$ cat src/rtl/uart_xmit_arb_if.sv
`default_nettype none
// ============================================================================
// Module      : uart_xmit_arb_if
// Description : Bundles the signals between the two byte requesters, the
//               UART transmitter and the uart_xmit_arb arbiter.
//               slave  - arbiter side (drives acks and the transmitter strobe)
//               master - environment side (requesters and transmitter status)
// Signals     : req_a/data_a/ack_a     requester A handshake
//               req_b/data_b/ack_b     requester B handshake
//               xmitH/xmit_dataH       start strobe and byte to the UART
//               xmit_doneH             UART idle flag (1 = idle)
//               busy/last_grant/tx_err arbiter status
// Revision    : 1.0 - initial release
// ============================================================================
interface uart_xmit_arb_if;
  logic       req_a;
  logic [7:0] data_a;
  logic       ack_a;
  logic       req_b;
  logic [7:0] data_b;
  logic       ack_b;
  logic       xmitH;
  logic [7:0] xmit_dataH;
  logic       xmit_doneH;
  logic       busy;
  logic       last_grant;
  logic       tx_err;

  modport slave (
    input  req_a, data_a, req_b, data_b, xmit_doneH,
    output ack_a, ack_b, xmitH, xmit_dataH, busy, last_grant, tx_err
  );

  modport master (
    output req_a, data_a, req_b, data_b, xmit_doneH,
    input  ack_a, ack_b, xmitH, xmit_dataH, busy, last_grant, tx_err
  );
endinterface
`default_nettype wire

$ cat src/rtl/uart_xmit_arb.sv
`default_nettype none
// ============================================================================
// Module      : uart_xmit_arb
// Description : Round-robin arbiter feeding bytes from two requesters into a
//               single UART transmitter. A grant latches the chosen byte and
//               acks the requester; one cycle later xmitH strobes the UART,
//               then the arbiter waits for the transmitter to go busy and
//               return to idle before the next grant.
// Ports       : sys_clk    - clock, rising edge
//               sys_rst_l  - asynchronous active-low reset
//               arb        - uart_xmit_arb_if.slave (requesters, UART, status)
// Parameters  : TIMEOUT_W   - watchdog counter width
//               TIMEOUT_MAX - watchdog terminal count in sys_clk cycles
// Build macro : UART_XMIT_ARB_TIMEOUT_EN - enables the transfer watchdog and
//               the sticky tx_err flag; when undefined tx_err is tied low and
//               the wait states never time out.
// Revision    : 1.0 - initial release
// ============================================================================
module uart_xmit_arb #(
  parameter int unsigned          TIMEOUT_W   = 12,
  parameter logic [TIMEOUT_W-1:0] TIMEOUT_MAX = 12'hFFF
) (
  input  wire logic      sys_clk,
  input  wire logic      sys_rst_l,
  uart_xmit_arb_if.slave arb
);

  typedef enum logic [1:0] {
    S_IDLE      = 2'd0,
    S_LOAD      = 2'd1,
    S_WAIT_BUSY = 2'd2,
    S_WAIT_DONE = 2'd3
  } state_t;

  state_t     state_q;
  logic       ack_a_q;
  logic       ack_b_q;
  logic       xmitH_q;
  logic       busy_q;
  logic       last_grant_q;
  logic [7:0] xmit_data_q;

  logic       req_any_d;
  logic       grant_b_d;
  logic       wd_expired_d;

  // Round-robin: a contested grant goes to the requester that did not win
  // last time; an uncontested one goes to whoever is asking.
  always_comb begin
    req_any_d = arb.req_a | arb.req_b;
    if (arb.req_a && arb.req_b) begin
      grant_b_d = ~last_grant_q;
    end else begin
      grant_b_d = arb.req_b;
    end
  end

`ifdef UART_XMIT_ARB_TIMEOUT_EN
  logic [TIMEOUT_W-1:0] wd_q;
  logic [TIMEOUT_W-1:0] wd_d;
  logic                 tx_err_q;

  // Expiry only matters while waiting on the transmitter.
  always_comb begin
    wd_expired_d = (wd_q == TIMEOUT_MAX) &&
                   ((state_q == S_WAIT_BUSY) || (state_q == S_WAIT_DONE));
  end

  // The counter runs from S_LOAD onward and is cleared on every path back
  // to S_IDLE so each transfer starts from zero.
  always_comb begin
    wd_d = wd_q + 1'b1;
    if ((state_q == S_IDLE) || wd_expired_d ||
        ((state_q == S_WAIT_DONE) && arb.xmit_doneH)) begin
      wd_d = '0;
    end
  end

  always_ff @(posedge sys_clk or negedge sys_rst_l) begin
    if (!sys_rst_l) begin
      wd_q     <= '0;
      tx_err_q <= 1'b0;
    end else begin
      wd_q <= wd_d;
      if (wd_expired_d && !((state_q == S_WAIT_DONE) && arb.xmit_doneH)) begin
        tx_err_q <= 1'b1;
      end
    end
  end

  assign arb.tx_err = tx_err_q;
`else
  always_comb begin
    wd_expired_d = 1'b0;
  end

  assign arb.tx_err = 1'b0;
`endif

  // Single FSM process; every output is a register updated alongside the
  // state so nothing combinational reaches the ports.
  always_ff @(posedge sys_clk or negedge sys_rst_l) begin
    if (!sys_rst_l) begin
      state_q      <= S_IDLE;
      ack_a_q      <= 1'b0;
      ack_b_q      <= 1'b0;
      xmitH_q      <= 1'b0;
      busy_q       <= 1'b0;
      last_grant_q <= 1'b1;
      xmit_data_q  <= 8'h00;
    end else begin
      ack_a_q <= 1'b0;
      ack_b_q <= 1'b0;
      xmitH_q <= 1'b0;
      case (state_q)
        S_IDLE: begin
          if (arb.xmit_doneH && req_any_d) begin
            state_q      <= S_LOAD;
            busy_q       <= 1'b1;
            last_grant_q <= grant_b_d;
            ack_a_q      <= ~grant_b_d;
            ack_b_q      <= grant_b_d;
            xmit_data_q  <= grant_b_d ? arb.data_b : arb.data_a;
          end
        end
        S_LOAD: begin
          // Registered here, so the strobe is visible one cycle after the ack.
          state_q <= S_WAIT_BUSY;
          xmitH_q <= 1'b1;
        end
        S_WAIT_BUSY: begin
          if (wd_expired_d) begin
            state_q <= S_IDLE;
            busy_q  <= 1'b0;
          end else if (!arb.xmit_doneH) begin
            state_q <= S_WAIT_DONE;
          end
        end
        S_WAIT_DONE: begin
          // A completed frame wins over a same-cycle watchdog expiry.
          if (arb.xmit_doneH || wd_expired_d) begin
            state_q <= S_IDLE;
            busy_q  <= 1'b0;
          end
        end
        default: begin
          state_q <= S_IDLE;
          busy_q  <= 1'b0;
        end
      endcase
    end
  end

  assign arb.ack_a      = ack_a_q;
  assign arb.ack_b      = ack_b_q;
  assign arb.xmitH      = xmitH_q;
  assign arb.xmit_dataH = xmit_data_q;
  assign arb.busy       = busy_q;
  assign arb.last_grant = last_grant_q;

endmodule
`default_nettype wire

$ cat src/flat_wrapper.sv
// flat-port wrapper written by rule: the top's interface ports become plain ports
module uart_xmit_arb_flat 
#(
  parameter int unsigned          TIMEOUT_W   = 12,
  parameter logic [TIMEOUT_W-1:0] TIMEOUT_MAX = 12'hFFF
)
  (sys_clk, sys_rst_l, arb_req_a, arb_data_a, arb_req_b, arb_data_b, arb_xmit_doneH, arb_ack_a, arb_ack_b, arb_xmitH, arb_xmit_dataH, arb_busy, arb_last_grant, arb_tx_err);
  uart_xmit_arb_if arb_i ();
  input  wire logic sys_clk;
  input  wire logic sys_rst_l;
  input wire logic [$bits(arb_i.req_a)-1:0] arb_req_a;
  input wire logic [$bits(arb_i.data_a)-1:0] arb_data_a;
  input wire logic [$bits(arb_i.req_b)-1:0] arb_req_b;
  input wire logic [$bits(arb_i.data_b)-1:0] arb_data_b;
  input wire logic [$bits(arb_i.xmit_doneH)-1:0] arb_xmit_doneH;
  output wire logic [$bits(arb_i.ack_a)-1:0] arb_ack_a;
  output wire logic [$bits(arb_i.ack_b)-1:0] arb_ack_b;
  output wire logic [$bits(arb_i.xmitH)-1:0] arb_xmitH;
  output wire logic [$bits(arb_i.xmit_dataH)-1:0] arb_xmit_dataH;
  output wire logic [$bits(arb_i.busy)-1:0] arb_busy;
  output wire logic [$bits(arb_i.last_grant)-1:0] arb_last_grant;
  output wire logic [$bits(arb_i.tx_err)-1:0] arb_tx_err;
  assign arb_i.req_a = arb_req_a;
  assign arb_i.data_a = arb_data_a;
  assign arb_i.req_b = arb_req_b;
  assign arb_i.data_b = arb_data_b;
  assign arb_i.xmit_doneH = arb_xmit_doneH;
  assign arb_ack_a = arb_i.ack_a;
  assign arb_ack_b = arb_i.ack_b;
  assign arb_xmitH = arb_i.xmitH;
  assign arb_xmit_dataH = arb_i.xmit_dataH;
  assign arb_busy = arb_i.busy;
  assign arb_last_grant = arb_i.last_grant;
  assign arb_tx_err = arb_i.tx_err;
  uart_xmit_arb #(.TIMEOUT_W(TIMEOUT_W), .TIMEOUT_MAX(TIMEOUT_MAX)) u_core (.sys_clk(sys_clk), .sys_rst_l(sys_rst_l), .arb(arb_i));
endmodule
$ cat config.mk
export PLATFORM = sky130hd
export DESIGN_NAME = uart_xmit_arb_flat
export DESIGN_NICKNAME = d
export VERILOG_FILES = /design/src/rtl/uart_xmit_arb_if.sv /design/src/rtl/uart_xmit_arb.sv /design/src/flat_wrapper.sv
export SDC_FILE = /design/constraint.sdc
export NUM_CORES = 1
export LEC_CHECK = 0
export CAP_MARGIN = 20
export CORE_MARGIN = 2
export CORE_UTILIZATION = 42
export DETAILED_ROUTE_END_ITERATION = 12
export GPL_ROUTABILITY_DRIVEN = 0
export PLACE_DENSITY = 0.91
export SLEW_MARGIN = 20
export SYNTH_ARGS = -nofsm -noshare
export SYNTH_HDL_FRONTEND = slang
export SYNTH_SLANG_ARGS = --single-unit
$ cat constraint.sdc
create_clock -name sys_clk -period 2.6 [get_ports sys_clk]
set_input_delay 0.26 -clock sys_clk [delete_from_list [all_inputs] [get_ports sys_clk]]
set_output_delay 0.26 -clock sys_clk [all_outputs]
set_load 0.005 [all_outputs]
After elaboration in Yosys (flattened, before gate mapping)
Cells that the tools add are included.
W data, S select, Z words.

storage, ports and cells
  word-level logic and storage cells = 37
  register bits after elaboration = 15
  output and inout port bits = 14
  input bits = 21

operators by class
  muxes and demuxes = 14
  bitwise operators = 3
  reductions and logical operators = 7
  equality and inequality tests = 6

operators with widths
  kind                  number
  $mux W1               8
  $mux W8               1
  $pmux W2 S4           1
  $mux W2               3
  $reduce_and A3 Y1     2
  $eq A2 B2 Y1 const B  2
  $ne A2 B2 Y1 const B  2
  $eq A2 B1 Y1 const B  1
  $logic_and A1 B1 Y1   2
  $logic_not A2 Y1      1
  $ne A2 B1 Y1 const B  1
  $not A1 Y1            2
  $pmux W1 S2           1
  $reduce_and A2 Y1     1
  $reduce_bool A2 Y1    1
  $or A1 B1 Y1          1

Depth between registers and ports, before layout
Gate-level depths: netlist of run 1.

  depth in word-level cells = 5
  gate-level depth with buffers = 6
  depth with buffers taken out = 5

Worst setup path before layout of run 1
OpenSTA, ideal clock, no wires.

  path type = reg-to-reg
  start point = reg u_core.state_q[0]
  end point = reg u_core.state_q[1]
  data required time = 2.475 ns
  clock period less this slack = 1.454 ns
  setup time = 0.125 ns
  slack = 1.146 ns
  arrival time = 1.330 ns
  cell stages (with the launch flop) = 6
  path buffers = 0
  cell sequence = dfrtp_1 > inv_1 > ha_1 > nor3b_2 > o32ai_1 > mux2_2

on the way
  longest elaborated chain between the ends = 3
  elaborated cells between the ends (all ways) = 9
  classes of those cells = eq/ne (6); mux (1); reduce/logical (2)

ends and longest elaborated chain
  item                                                                  line                  source
  start: declaration                                                    uart_xmit_arb.sv:35   state_t state_q;
  start signal: assignment                                              uart_xmit_arb.sv:104  state_q <= S_IDLE;
  start signal: assignment                                              uart_xmit_arb.sv:118  state_q <= S_LOAD;
  start signal: assignment                                              uart_xmit_arb.sv:128  state_q <= S_WAIT_BUSY;
  $eq A2 B2 Y1 / $logic_not A2 Y1 (equally long branches)               uart_xmit_arb.sv:115  case (state_q)
  $ne A2 B2 Y1 (no source line) / $ne A2 B1 Y1 (equally long branches)  --
  $reduce_and A3 Y1 (no source line)                                    --

Parallel ways exist; a longest one is shown, timed or not.
A chain may end at the register's enable or synchronous reset.

Worst setup path in the final report of run 1
Ends and elaborated chain as after synthesis.

==> impl_results.md, run 1 <==
- Status: complete, no violations
- Clk sinks: 15
- Peak VDD IR: 0.000532 V
- Worst path cell trace: inv_1, ha_1, nor3b_2, o32ai_1, mux2_2
- Area post-placement: about 0.0011 mm^2
- Warnings, synthesis: 0
- Hold Slack: roughly 0.38 ns
- Root Driver: clkbuf_4
- Final setup fails: 0
- Number of distinct library cells after synthesis: 24
- Clock buffer count from CTS: 3
- Synth Register Bits: 15
- Vias in the first global route: 566
- Final slew viol count: 0
- Rows: 15
- Detailed-router iteration count before antenna repair: 4
- Min Tclk post-route: approximately 1.6 ns
- Worst r2r path cells: 5
- Post-synthesis sequential area ratio: 50.4%
- Final-layout fill cell count: around 130
- DP HPWL: between 1 and 1.5 mm
- Reg2reg setup slack: around 0.97 ns
- Slew @ Worst Pin: around 0.66 ns
- Largest net degree at the start of global routing: 16
- DRC: 0
- Setup repair after global routing missed its margin: no
- Max-cap check violation count: 0
- Slew headroom: around 56%
- Fin. Hold Viols: 0
- Layout cells sized above 1: about 9.0%
- Setup Total Neg Slack: 0 ns
- Full die area: approximately 0.0021 mm^2
- PD cells: 897 mW/mm^2
- Port Buf Inserts: 33
- TritonCTS clock tree: done
- Initial antenna violation count: 0
- Die Ht: 46.2 um
- Ant diodes: 0
- Slowest cell on crit path: dfrtp_1
- Clock Latency Late Sink: 0.28 ns
- Clk buf depth: 2
- WL/cell: roughly 13 um
- HP Class: primary input to asynchronous set/reset pin
- RR Startpoint: u_core.state_q[0]$_DFFE_PN0P_
- Critical path endpoint: u_core.state_q[1]$_DFFE_PN0P_
- CP Data Arrival Time: 1.81 ns
- Final ANT Viol Nets: 0
- Iter 0 DRT Violations: 10
- Post-synth top area cell: dfrtp_1
- RR Endpoint: u_core.state_q[1]$_DFFE_PN0P_
- Critical Path RT: around 2.8 ns
- CP Capture Type: register
- GR Util All Layers: 16.7%
- Startpoint Class: register
- Synth Cell Area: ~750 um^2
- Via/cell ratio: between 4 and 5
- Period Utilization, post-route: between 60% and 70%
- Clock transition at the registers of the reported paths: roughly 0.09 ns
- DR vias: ~600
- Post-synth top area share: 46.9%
- Post-CTS Setup Inserts: 0
- H-tree depth: 1
- Area growth syn-to-layout: 49.2%
- First-pass GRT wire length: ~2.5 mm
- Die X: about 46 um
- Ranking of synthesized cells by area: dfrtp_1, mux2i_1, ha_1
- Setup crit start: u_core.state_q[0]$_DFFE_PN0P_
- Syn Area/Cell: 11.3 um^2
- Gate Count Post-Synth: between 60 and 70
- Final #Nets: between 100 and 150
- Leak: roughly 0.00052 uW
- Mapped Nets: 92
- Worst path max stage delay: around 0.4 ns
- Post-CTS resize count: 0
- Worst Path Max Fanout: 5
- IO Count: 35
- Post-Layout Cell Count: 125
- Total gr overflow: 0
- Initial Util: approximately 44%
- Hold Buf Count CTS: 0
- Fin area: roughly 0.0011 mm^2
- FMAX: approximately 0.61 GHz
- Final WL: about 1.7 mm
- Final worst clock skew: roughly 0.0011 ns
- Critical path class: register to register
- Inst Count DP: between 100 and 150
- Core Region: between 0.0015 and 0.002 mm^2
[per-layer routing]
layer / global-route usage [%] / share of wire (%)
met1: 20.9 / 39
met2: 28.3 / 56
met3: 3.53 / 3.4
met4: 5.14 / 1.0
met5: 0 / 0
[critical path, delay by kind of cell (launching register included)]
kind	cells	cell delay, ns
flops	1	0.41
simple gates	1	0.18
mux	1	0.38
buf+inv	1	0.10
compound gates	1	0.19
fa+ha+maj	1	0.26
[registers in the layout (all words and copies together) (netlist names)]
register	count
u_core.arb.ack_a	1
u_core.arb.ack_b	1
u_core.arb.busy	1
u_core.arb.last_grant	1
u_core.arb.xmitH	1
u_core.arb.xmit_dataH	8
u_core.state_q	2
[Yosys cell counts, drive strengths merged]
| library cell | count |
|---|---|
| dfrtp | 14 |
| mux2i | 8 |
| nand2 | 8 |
| o21ai | 8 |
| ha | 5 |
| buf | 3 |
| nand2b | 3 |
| a21o | 2 |
| inv | 2 |
| a21bo | 1 |
| a21oi | 1 |
| clkbuf | 1 |
| conb | 1 |
| dfstp | 1 |
| mux2 | 1 |
| nor2 | 1 |
| nor2b | 1 |
| nor3b | 1 |
| o211ai | 1 |
| o21bai | 1 |
| o32a | 1 |
| o32ai | 1 |
[worst min path at each step]
| stage | cells after the start | startpoint | end |
|---|---|---|---|
| after floorplan | 0 | sys_rst_l | u_core.arb.ack_a$_DFF_PN0_ |
| after global placement | 2 | u_core.arb.xmit_dataH[7]$_DFFE_PN0P_ | u_core.arb.xmit_dataH[7]$_DFFE_PN0P_ |
| after detailed placement | 2 | u_core.arb.xmit_dataH[6]$_DFFE_PN0P_ | u_core.arb.xmit_dataH[6]$_DFFE_PN0P_ |
| after CTS | 1 | sys_rst_l | u_core.arb.xmit_dataH[0]$_DFFE_PN0P_ |
| after global routing | 1 | sys_rst_l | u_core.arb.xmit_dataH[1]$_DFFE_PN0P_ |
| final | 1 | sys_rst_l | u_core.arb.xmit_dataH[0]$_DFFE_PN0P_ |
[cell type report]
class | count | area, um^2 | area share [%]
clock buffer | 4 | 26.3 | 2.36
inverter | 2 | 7.51 | 0.673
sequential | 15 | 377 | 33.8
tap | 25 | 31.3 | 2.81
timing repair buffer | 34 | 338 | 30.3
multi-input combinational | 45 | 335 | 30.1
[cells by family (layout without fill, tap and decap cells)]
group / after synthesis / count (layout) / share of synthesized area, %
and+or+nand+nor: 14 / 14 / 9.88
DFF: 15 / 15 / 50.4
adders and majority gates: 5 / 5 / 8.38
muxes: 9 / 9 / 12.2
other: 1 / 1 / 0.502
AOI/OAI and AO/OA: 16 / 16 / 13.9
buffers and inverters: 6 / 40 / 4.69
[power breakdown]
group,internal (uW),switching [uW]
Sequential,338,63.0
Combinational,283,182
Clock,59.6,74.5
[stage by stage]
stage               utilization [%]  power (uW)  worst slack (ns)
global placement               63.7         847             0.945
detailed placement             63.7         880             0.849
CTS                            65.3        1010             0.977
finish                         65.3        1000             0.967
global route                   65.3        1080             0.881
floorplan                         -         626              1.15
[layout by cell type, fill, tap and decap left out, drive strengths merged, types with 2 or more instances in the layout]
| cell | netlist | routed |
|---|---|---|
| clkdlybuf4s50 | 0 | 33 |
| clkbuf | 1 | 4 |
| a21o | 2 | 2 |
| mux2i | 8 | 8 |
| ha | 5 | 5 |
| nand2b | 3 | 3 |
| inv | 2 | 2 |
| dfrtp | 14 | 14 |
| o21ai | 8 | 8 |
| nand2 | 8 | 8 |
(Power assumes the default switching activity.)
==> inputs of run 2 (changes only) <==
--- a/config.mk
+++ b/config.mk
@@ -7,10 +7,10 @@
 export LEC_CHECK = 0
 export CAP_MARGIN = 20
 export CORE_MARGIN = 2
-export CORE_UTILIZATION = 42
+export CORE_UTILIZATION = 35
 export DETAILED_ROUTE_END_ITERATION = 12
 export GPL_ROUTABILITY_DRIVEN = 0
-export PLACE_DENSITY = 0.91
+export PLACE_DENSITY = 0.82
 export SLEW_MARGIN = 20
 export SYNTH_ARGS = -nofsm -noshare
 export SYNTH_HDL_FRONTEND = slang
==> constraint.sdc (replaced) <==
create_clock -name sys_clk -period 1.3 [get_ports sys_clk]
set_input_delay 0.13 -clock sys_clk [delete_from_list [all_inputs] [get_ports sys_clk]]
set_output_delay 0.13 -clock sys_clk [all_outputs]
set_load 0.005 [all_outputs]
==> impl_results.md, run 2 (same netlist as run 1, synthesis figures left out) <==
- Initial Util: 37.7% (-6.0 points)
- Clk sinks: 15 (unchanged)
- Clock transition at the registers of the reported paths: 0.09 ns (about the same)
- Max-cap check violation count: 0 (unchanged)
- Ant diodes: 0 (unchanged)
- WL/cell: 13.0 um (-2.0%)
- Largest net degree at the start of global routing: 16 (unchanged)
- Layout cells sized above 1: 31.3% (+22 points)
- IO Count: 35 (unchanged)
- Clk buf depth: 2 (unchanged)
- Failing checks: setup timing
- Setup repair after global routing missed its margin: yes
- Leak: 0.000710 uW (+36%)
- DRC: 0 (unchanged)
- Min Tclk post-route: 1.41 ns (-0.223 ns)
- Hold Slack: 0.152 ns (-0.225 ns)
- Via/cell ratio: 4.63 (-4.2%)
- Leading cell type in the layout, fill and taps excluded: clkdlybuf4s50_1
- Rows: 16 (+1)
- Setup WS pre-CTS: -0.241 ns (-1.09 ns)
- DR vias: 657 (+8.8%)
- Clock buffer count from CTS: 3 (unchanged)
- Final worst clock skew: 0.0127 ns (+0.0117 ns)
- Initial antenna violation count: 0 (unchanged)
- Full die area: 0.00252 mm^2 (+18%)
- Total gr overflow: 0 (unchanged)
- DP HPWL: 1.28 mm (-6.6%)
- CP Capture Type: register
- Die Ht: 50.2 um (+8.7%)
- Peak VDD IR: 0.00120 V (+130%)
- Period Utilization, post-route: 108% (+46 points)
- GR Util All Layers: 15.9% (-0.71 points)
- Vias in the first global route: 684 (+21%)
- HP Class: primary input to asynchronous set/reset pin
- Core Region: 0.00198 mm^2 (+16%)
- Setup Total Neg Slack: -0.469 ns (-0.469 ns)
- Iter 0 DRT Violations: 3 (-7)
- Critical path class: register to register
- Final-layout fill cell count: 146 (+9.0%)
- Final WL: 1.84 mm (+11%)
- Final ANT Viol Nets: 0 (unchanged)
- Max FFs per register: 8 (unchanged)
- Detailed-router iteration count before antenna repair: 4 (unchanged)
- Die X: 50.2 um (+8.7%)
- Final WS setup: -0.110 ns (-1.08 ns)
- Final slew viol count: 0 (unchanged)
- Total power draw: 2450 uW (+150%)
- Commonest cells after routing, fill and taps aside: clkdlybuf4s50_1, dfrtp_1, buf_4
- Critical Path RT: 1.48 ns (-1.29 ns)
- Startpoint Class: register
- Port Buf Inserts: 33 (unchanged)
- CP Data Arrival Time: 1.59 ns (-0.22 ns)
- Status: finished, violations left
- PD cells: 1820 mW/mm^2 (+100%)
- Area growth syn-to-layout: 80.4%
- Final setup fails: 11 (+11)
- H-tree depth: 1 (unchanged)
- Root Driver: clkbuf_4
- Worst Path Max Fanout: 5 (unchanged)
- FMAX: 0.709 GHz (+16%)
- Fin. Hold Viols: 0 (unchanged)
- First-pass GRT wire length: 2.99 mm (+20%)
- TritonCTS clock tree: done
- Final #Nets: 142 (+12%)
- Clock Latency Late Sink: 0.29 ns (about the same)
[run 2: cell count changes in the layout (fill, tap and decap cells not counted), moves of 3 or more]
cell	delta
buf_4	+11
nand2_1	-3
dlymetal6s2s_1	+6
ha_1	-3
o21ai_1	+6
o21ai_0	-6
clkdlybuf4s50_1	-8
[run 2: final timing paths]
check / from / to / slack [ns] / cells after the start
setup / recovery: u_core.state_q[1]$_DFFE_PN0P_ / u_core.state_q[1]$_DFFE_PN0P_ / -0.11 / 5
hold / removal: sys_rst_l / u_core.arb.busy$_DFFE_PN0P_ / 0.15 / 2
setup reg to reg: u_core.state_q[1]$_DFFE_PN0P_ / u_core.state_q[1]$_DFFE_PN0P_ / -0.11 / 5
hold reg to reg: u_core.arb.xmit_dataH[7]$_DFFE_PN0P_ / u_core.arb.xmit_dataH[7]$_DFFE_PN0P_ / 0.48 / 2
max in group asynchronous: sys_rst_l / u_core.arb.last_grant$_DFFE_PN1P_ / 0.91 / 2
min in group sys_clk: u_core.arb.xmit_dataH[7]$_DFFE_PN0P_ / u_core.arb.xmit_dataH[7]$_DFFE_PN0P_ / 0.48 / 2
[run 2: per-stage QoR]
stage	std cells	area, um^2	util (%)
5_1_grt	142	1350	68.0
3_3_place_gp	130	1190	60.1
2_1_floorplan	66	782	-
3_5_place_dp	130	1190	60.1
6_report	142	1350	68.0
4_1_cts	137	1280	64.5
[run 2: timing repair]
action | CTS | global route
pin swaps | 3 | 0
hold buffers | 0 | 0
endpoints found under the setup margin | 13 | 22
buffers inserted | 2 | 5
cloned | 1 | 0
resized for setup | 15 | 10
[run 2: metal layers]
layer / track usage [%] / up-vias / share of wire (%) / wire [um]
met5: 0 / - / 0 / 0
met3: 4.46 / 2 / 7.2 / 133
met4: 5.56 / 0 / 1.1 / 20
li1: - / 324 / - / -
met1: 16.2 / 306 / 40 / 729
met2: 30.5 / 25 / 52 / 959
[run 2: report_power, final]
part           switching (uW)  internal (uW)  total (uW)
Combinational             502            877        1380
Clock                     143            119         262
Sequential                131            679         810
[run 2: area by class of cell]
class / count / area, um^2 / share of cell area (%)
Inverter: 2 / 7.51 / 0.557
Timing Repair Buffer: 49 / 503 / 37.3
Sequential cell: 15 / 378 / 28.0
Clock buffer: 4 / 26.3 / 1.95
Tap cell: 27 / 33.8 / 2.51
Multi-Input combinational cell: 45 / 399 / 29.6
[run 2: critical path, cell delays in order, from the launching register on]
cell,delay (ns)
dfrtp_2,0.45
inv_2,0.09
ha_4,0.15
nor3b_4,0.20
o32ai_2,0.11
mux2_4,0.30
==> inputs of run 3 (changes only) <==
--- a/config.mk
+++ b/config.mk
@@ -7,10 +7,12 @@
 export LEC_CHECK = 0
 export CAP_MARGIN = 20
 export CORE_MARGIN = 2
-export CORE_UTILIZATION = 35
+export CORE_UTILIZATION = 39
+export CTS_CLUSTER_DIAMETER = 80
 export DETAILED_ROUTE_END_ITERATION = 12
 export GPL_ROUTABILITY_DRIVEN = 0
-export PLACE_DENSITY = 0.82
+export PLACE_DENSITY = 0.86
+export RECOVER_POWER = 50
 export SLEW_MARGIN = 20
 export SYNTH_ARGS = -nofsm -noshare
 export SYNTH_HDL_FRONTEND = slang
==> constraint.sdc (replaced) <==
create_clock -name sys_clk -period 1.55 [get_ports sys_clk]
set_input_delay 0.155 -clock sys_clk [delete_from_list [all_inputs] [get_ports sys_clk]]
set_output_delay 0.155 -clock sys_clk [all_outputs]
set_load 0.005 [all_outputs]
==> impl_results.md, run 3 (same netlist as run 1, synthesis figures left out) <==
- Final WS setup: 0.0514 ns (+0.161 ns)
- Root Driver: clkbuf_4
- Max-cap check violation count: 0 (unchanged)
- Vias in the first global route: 582 (-15%)
- Layout cells sized above 1: 13.6% (-18 points)
- Area growth syn-to-layout: 53.6%
- WL/cell: 11.8 um (-9.0%)
- DR vias: 603 (-8.2%)
- Iter 0 DRT Violations: 3 (unchanged)
- Setup Total Neg Slack: 0 ns (+0.469 ns)
- Critical path class: register to primary output
- Leak: 0.000541 uW (-24%)
- Final setup fails: 0 (-11)
- Hold Slack: 0.197 ns (+0.0455 ns)
- Port Buf Inserts: 33 (unchanged)
- Worst path cell trace: clkdlybuf4s50_1
- Ant diodes: 0 (unchanged)
- Die Ht: 47.8 um (-4.8%)
- Total gr overflow: 0 (unchanged)
- Crit path buf inv count: 1 (unchanged)
- Initial antenna violation count: 0 (unchanged)
- WP depth: 1 (-4)
- Period Utilization, post-route: between 90 and 100%
- Final ANT Viol Nets: 0 (unchanged)
- CP Capture Type: primary output
- Startpoint Class: register
- Inst Count DP: 123 (-5.4%)
- Largest net degree at the start of global routing: 13 (-3)
- Slowest cell on crit path: dfstp_2
- Setup WS pre-CTS: -0.0382 ns (+0.203 ns)
- Die X: 47.8 um (-4.8%)
- TritonCTS clock tree: done
- Critical Path RT: 1.39 ns (-0.09 ns)
- Util after Layout: 65.0% (-3.0 points)
- IO Count: 35 (unchanged)
- Min Tclk post-route: about 1.5 ns
- Leading cell type in the layout, fill and taps excluded: clkdlybuf4s50_1
- Post-Layout Cell Count: 128 (-9.9%)
- Clock Latency Late Sink: 0.29 ns (about the same)
- Initial Util: 42.3% (+4.7 points)
- Final #Nets: 130 (-8.5%)
- Worst path max stage delay: 0.56 ns (+0.11 ns)
- Clock buffer count from CTS: 3 (unchanged)
- Reg2reg setup slack: 0.06 ns (+0.17 ns)
- Final worst clock skew: 0.00600 ns (-0.00674 ns)
- Via/cell ratio: 4.71 (+1.8%)
- Full die area: 0.00228 mm^2 (-9.4%)
- Critical path endpoint: arb_last_grant
- Worst Path Max Fanout: 3 (-2)
- Max FFs per register: 8 (unchanged)
- Worst r2r path cells: 5 (unchanged)
- CP Data Arrival Time: 1.34 ns (-0.25 ns)
- Setup crit start: u_core.arb.last_grant$_DFFE_PN1P_
- Rows: 15 (-1)
- Fin. Hold Viols: 0 (unchanged)
- Clock transition at the registers of the reported paths: 0.09 ns (about the same)
- Final WL: 1.51 mm (-18%)
- DRC: 0 (unchanged)
- HP Class: primary input to asynchronous set/reset pin
- Core Region: 0.00176 mm^2 (-11%)
- Final slew viol count: 0 (unchanged)
- RR Endpoint: u_core.state_q[1]$_DFFE_PN0P_
- Peak VDD IR: 0.000943 V (-22%)
- DP HPWL: 1.21 mm (-5.3%)
- CP top delay family: flip-flops
- Final-layout fill cell count: 154 (+5.5%)
- FMAX: ~0.67 GHz
- Hold Buf Count CTS: 0 (unchanged)
- RR Startpoint: u_core.state_q[0]$_DFFE_PN0P_
- H-tree depth: 1 (unchanged)
- GR Util All Layers: 16.0% (+0.087 points)
- First-pass GRT wire length: 2.47 mm (-17%)
- Commonest cells after routing, fill and taps aside: clkdlybuf4s50_1, dfrtp_1, mux2i_1, nand2_1, o21ai_0
- Detailed-router iteration count before antenna repair: 2 (-2)
- Clk buf depth: 2 (unchanged)
- PD cells: 1490 mW/mm^2 (-18%)
- Status: complete, no violations
- Clk sinks: 15 (unchanged)
## run 3: per-stage QoR
| step | area (um^2) | total power [uW] |
|---|---|---|
| 2_1_floorplan | 747 | 1050 |
| 3_3_place_gp | 1100 | 1430 |
| 3_5_place_dp | 1100 | 1470 |
| 4_1_cts | 1140 | 1720 |
| 5_1_grt | 1150 | 1880 |
| 6_report | 1150 | 1720 |
## run 3: area by class of cell
cell class	instances	area [um^2]	share of cell area (%)
tap	25	31.3	2.73
inverter	2	7.51	0.654
timing repair buffer	37	354	30.9
multi-input combinational	45	352	30.6
sequential	15	377	32.8
clock buffer	4	26.3	2.29
## run 3: repair_timing
| item | CTS | global route |
|---|---|---|
| resized for setup | 1 | 3 |
| setup endpoints to repair | 1 | 2 |
| setup buffers | 0 | 1 |
## run 3: power by group
| group | total (uW) | switching (uW) | internal, uW | leakage (uW) |
|---|---|---|---|---|
| Sequential | 666 | 99.5 | 566 | 0.000188 |
| Clock | 226 | 126 | 100 | 0.0000150 |
| Combinational | 824 | 319 | 504 | 0.000338 |
## run 3: worst min path at each step
stage	startpoint	to	depth (start not counted)	slack [ns]
after detailed placement	sys_rst_l	u_core.arb.ack_b$_DFF_PN0_	1	0.45
after global placement	sys_rst_l	u_core.arb.ack_b$_DFF_PN0_	1	0.45
after global routing	sys_rst_l	u_core.arb.ack_b$_DFF_PN0_	1	0.22
after CTS	sys_rst_l	u_core.arb.ack_b$_DFF_PN0_	1	0.13
final	sys_rst_l	u_core.arb.ack_b$_DFF_PN0_	1	0.20
after floorplan	sys_rst_l	u_core.arb.ack_a$_DFF_PN0_	0	-0.14
## run 3: routing by layer
metal | up-vias | global-route usage (%) | share of wire [%]
met5 | - | 0 | 0
met4 | 0 | 8.11 | 2.0
met3 | 4 | 6.04 | 9.7
met2 | 30 | 26.4 | 49
met1 | 270 | 18.1 | 39
li1 | 299 | - | -
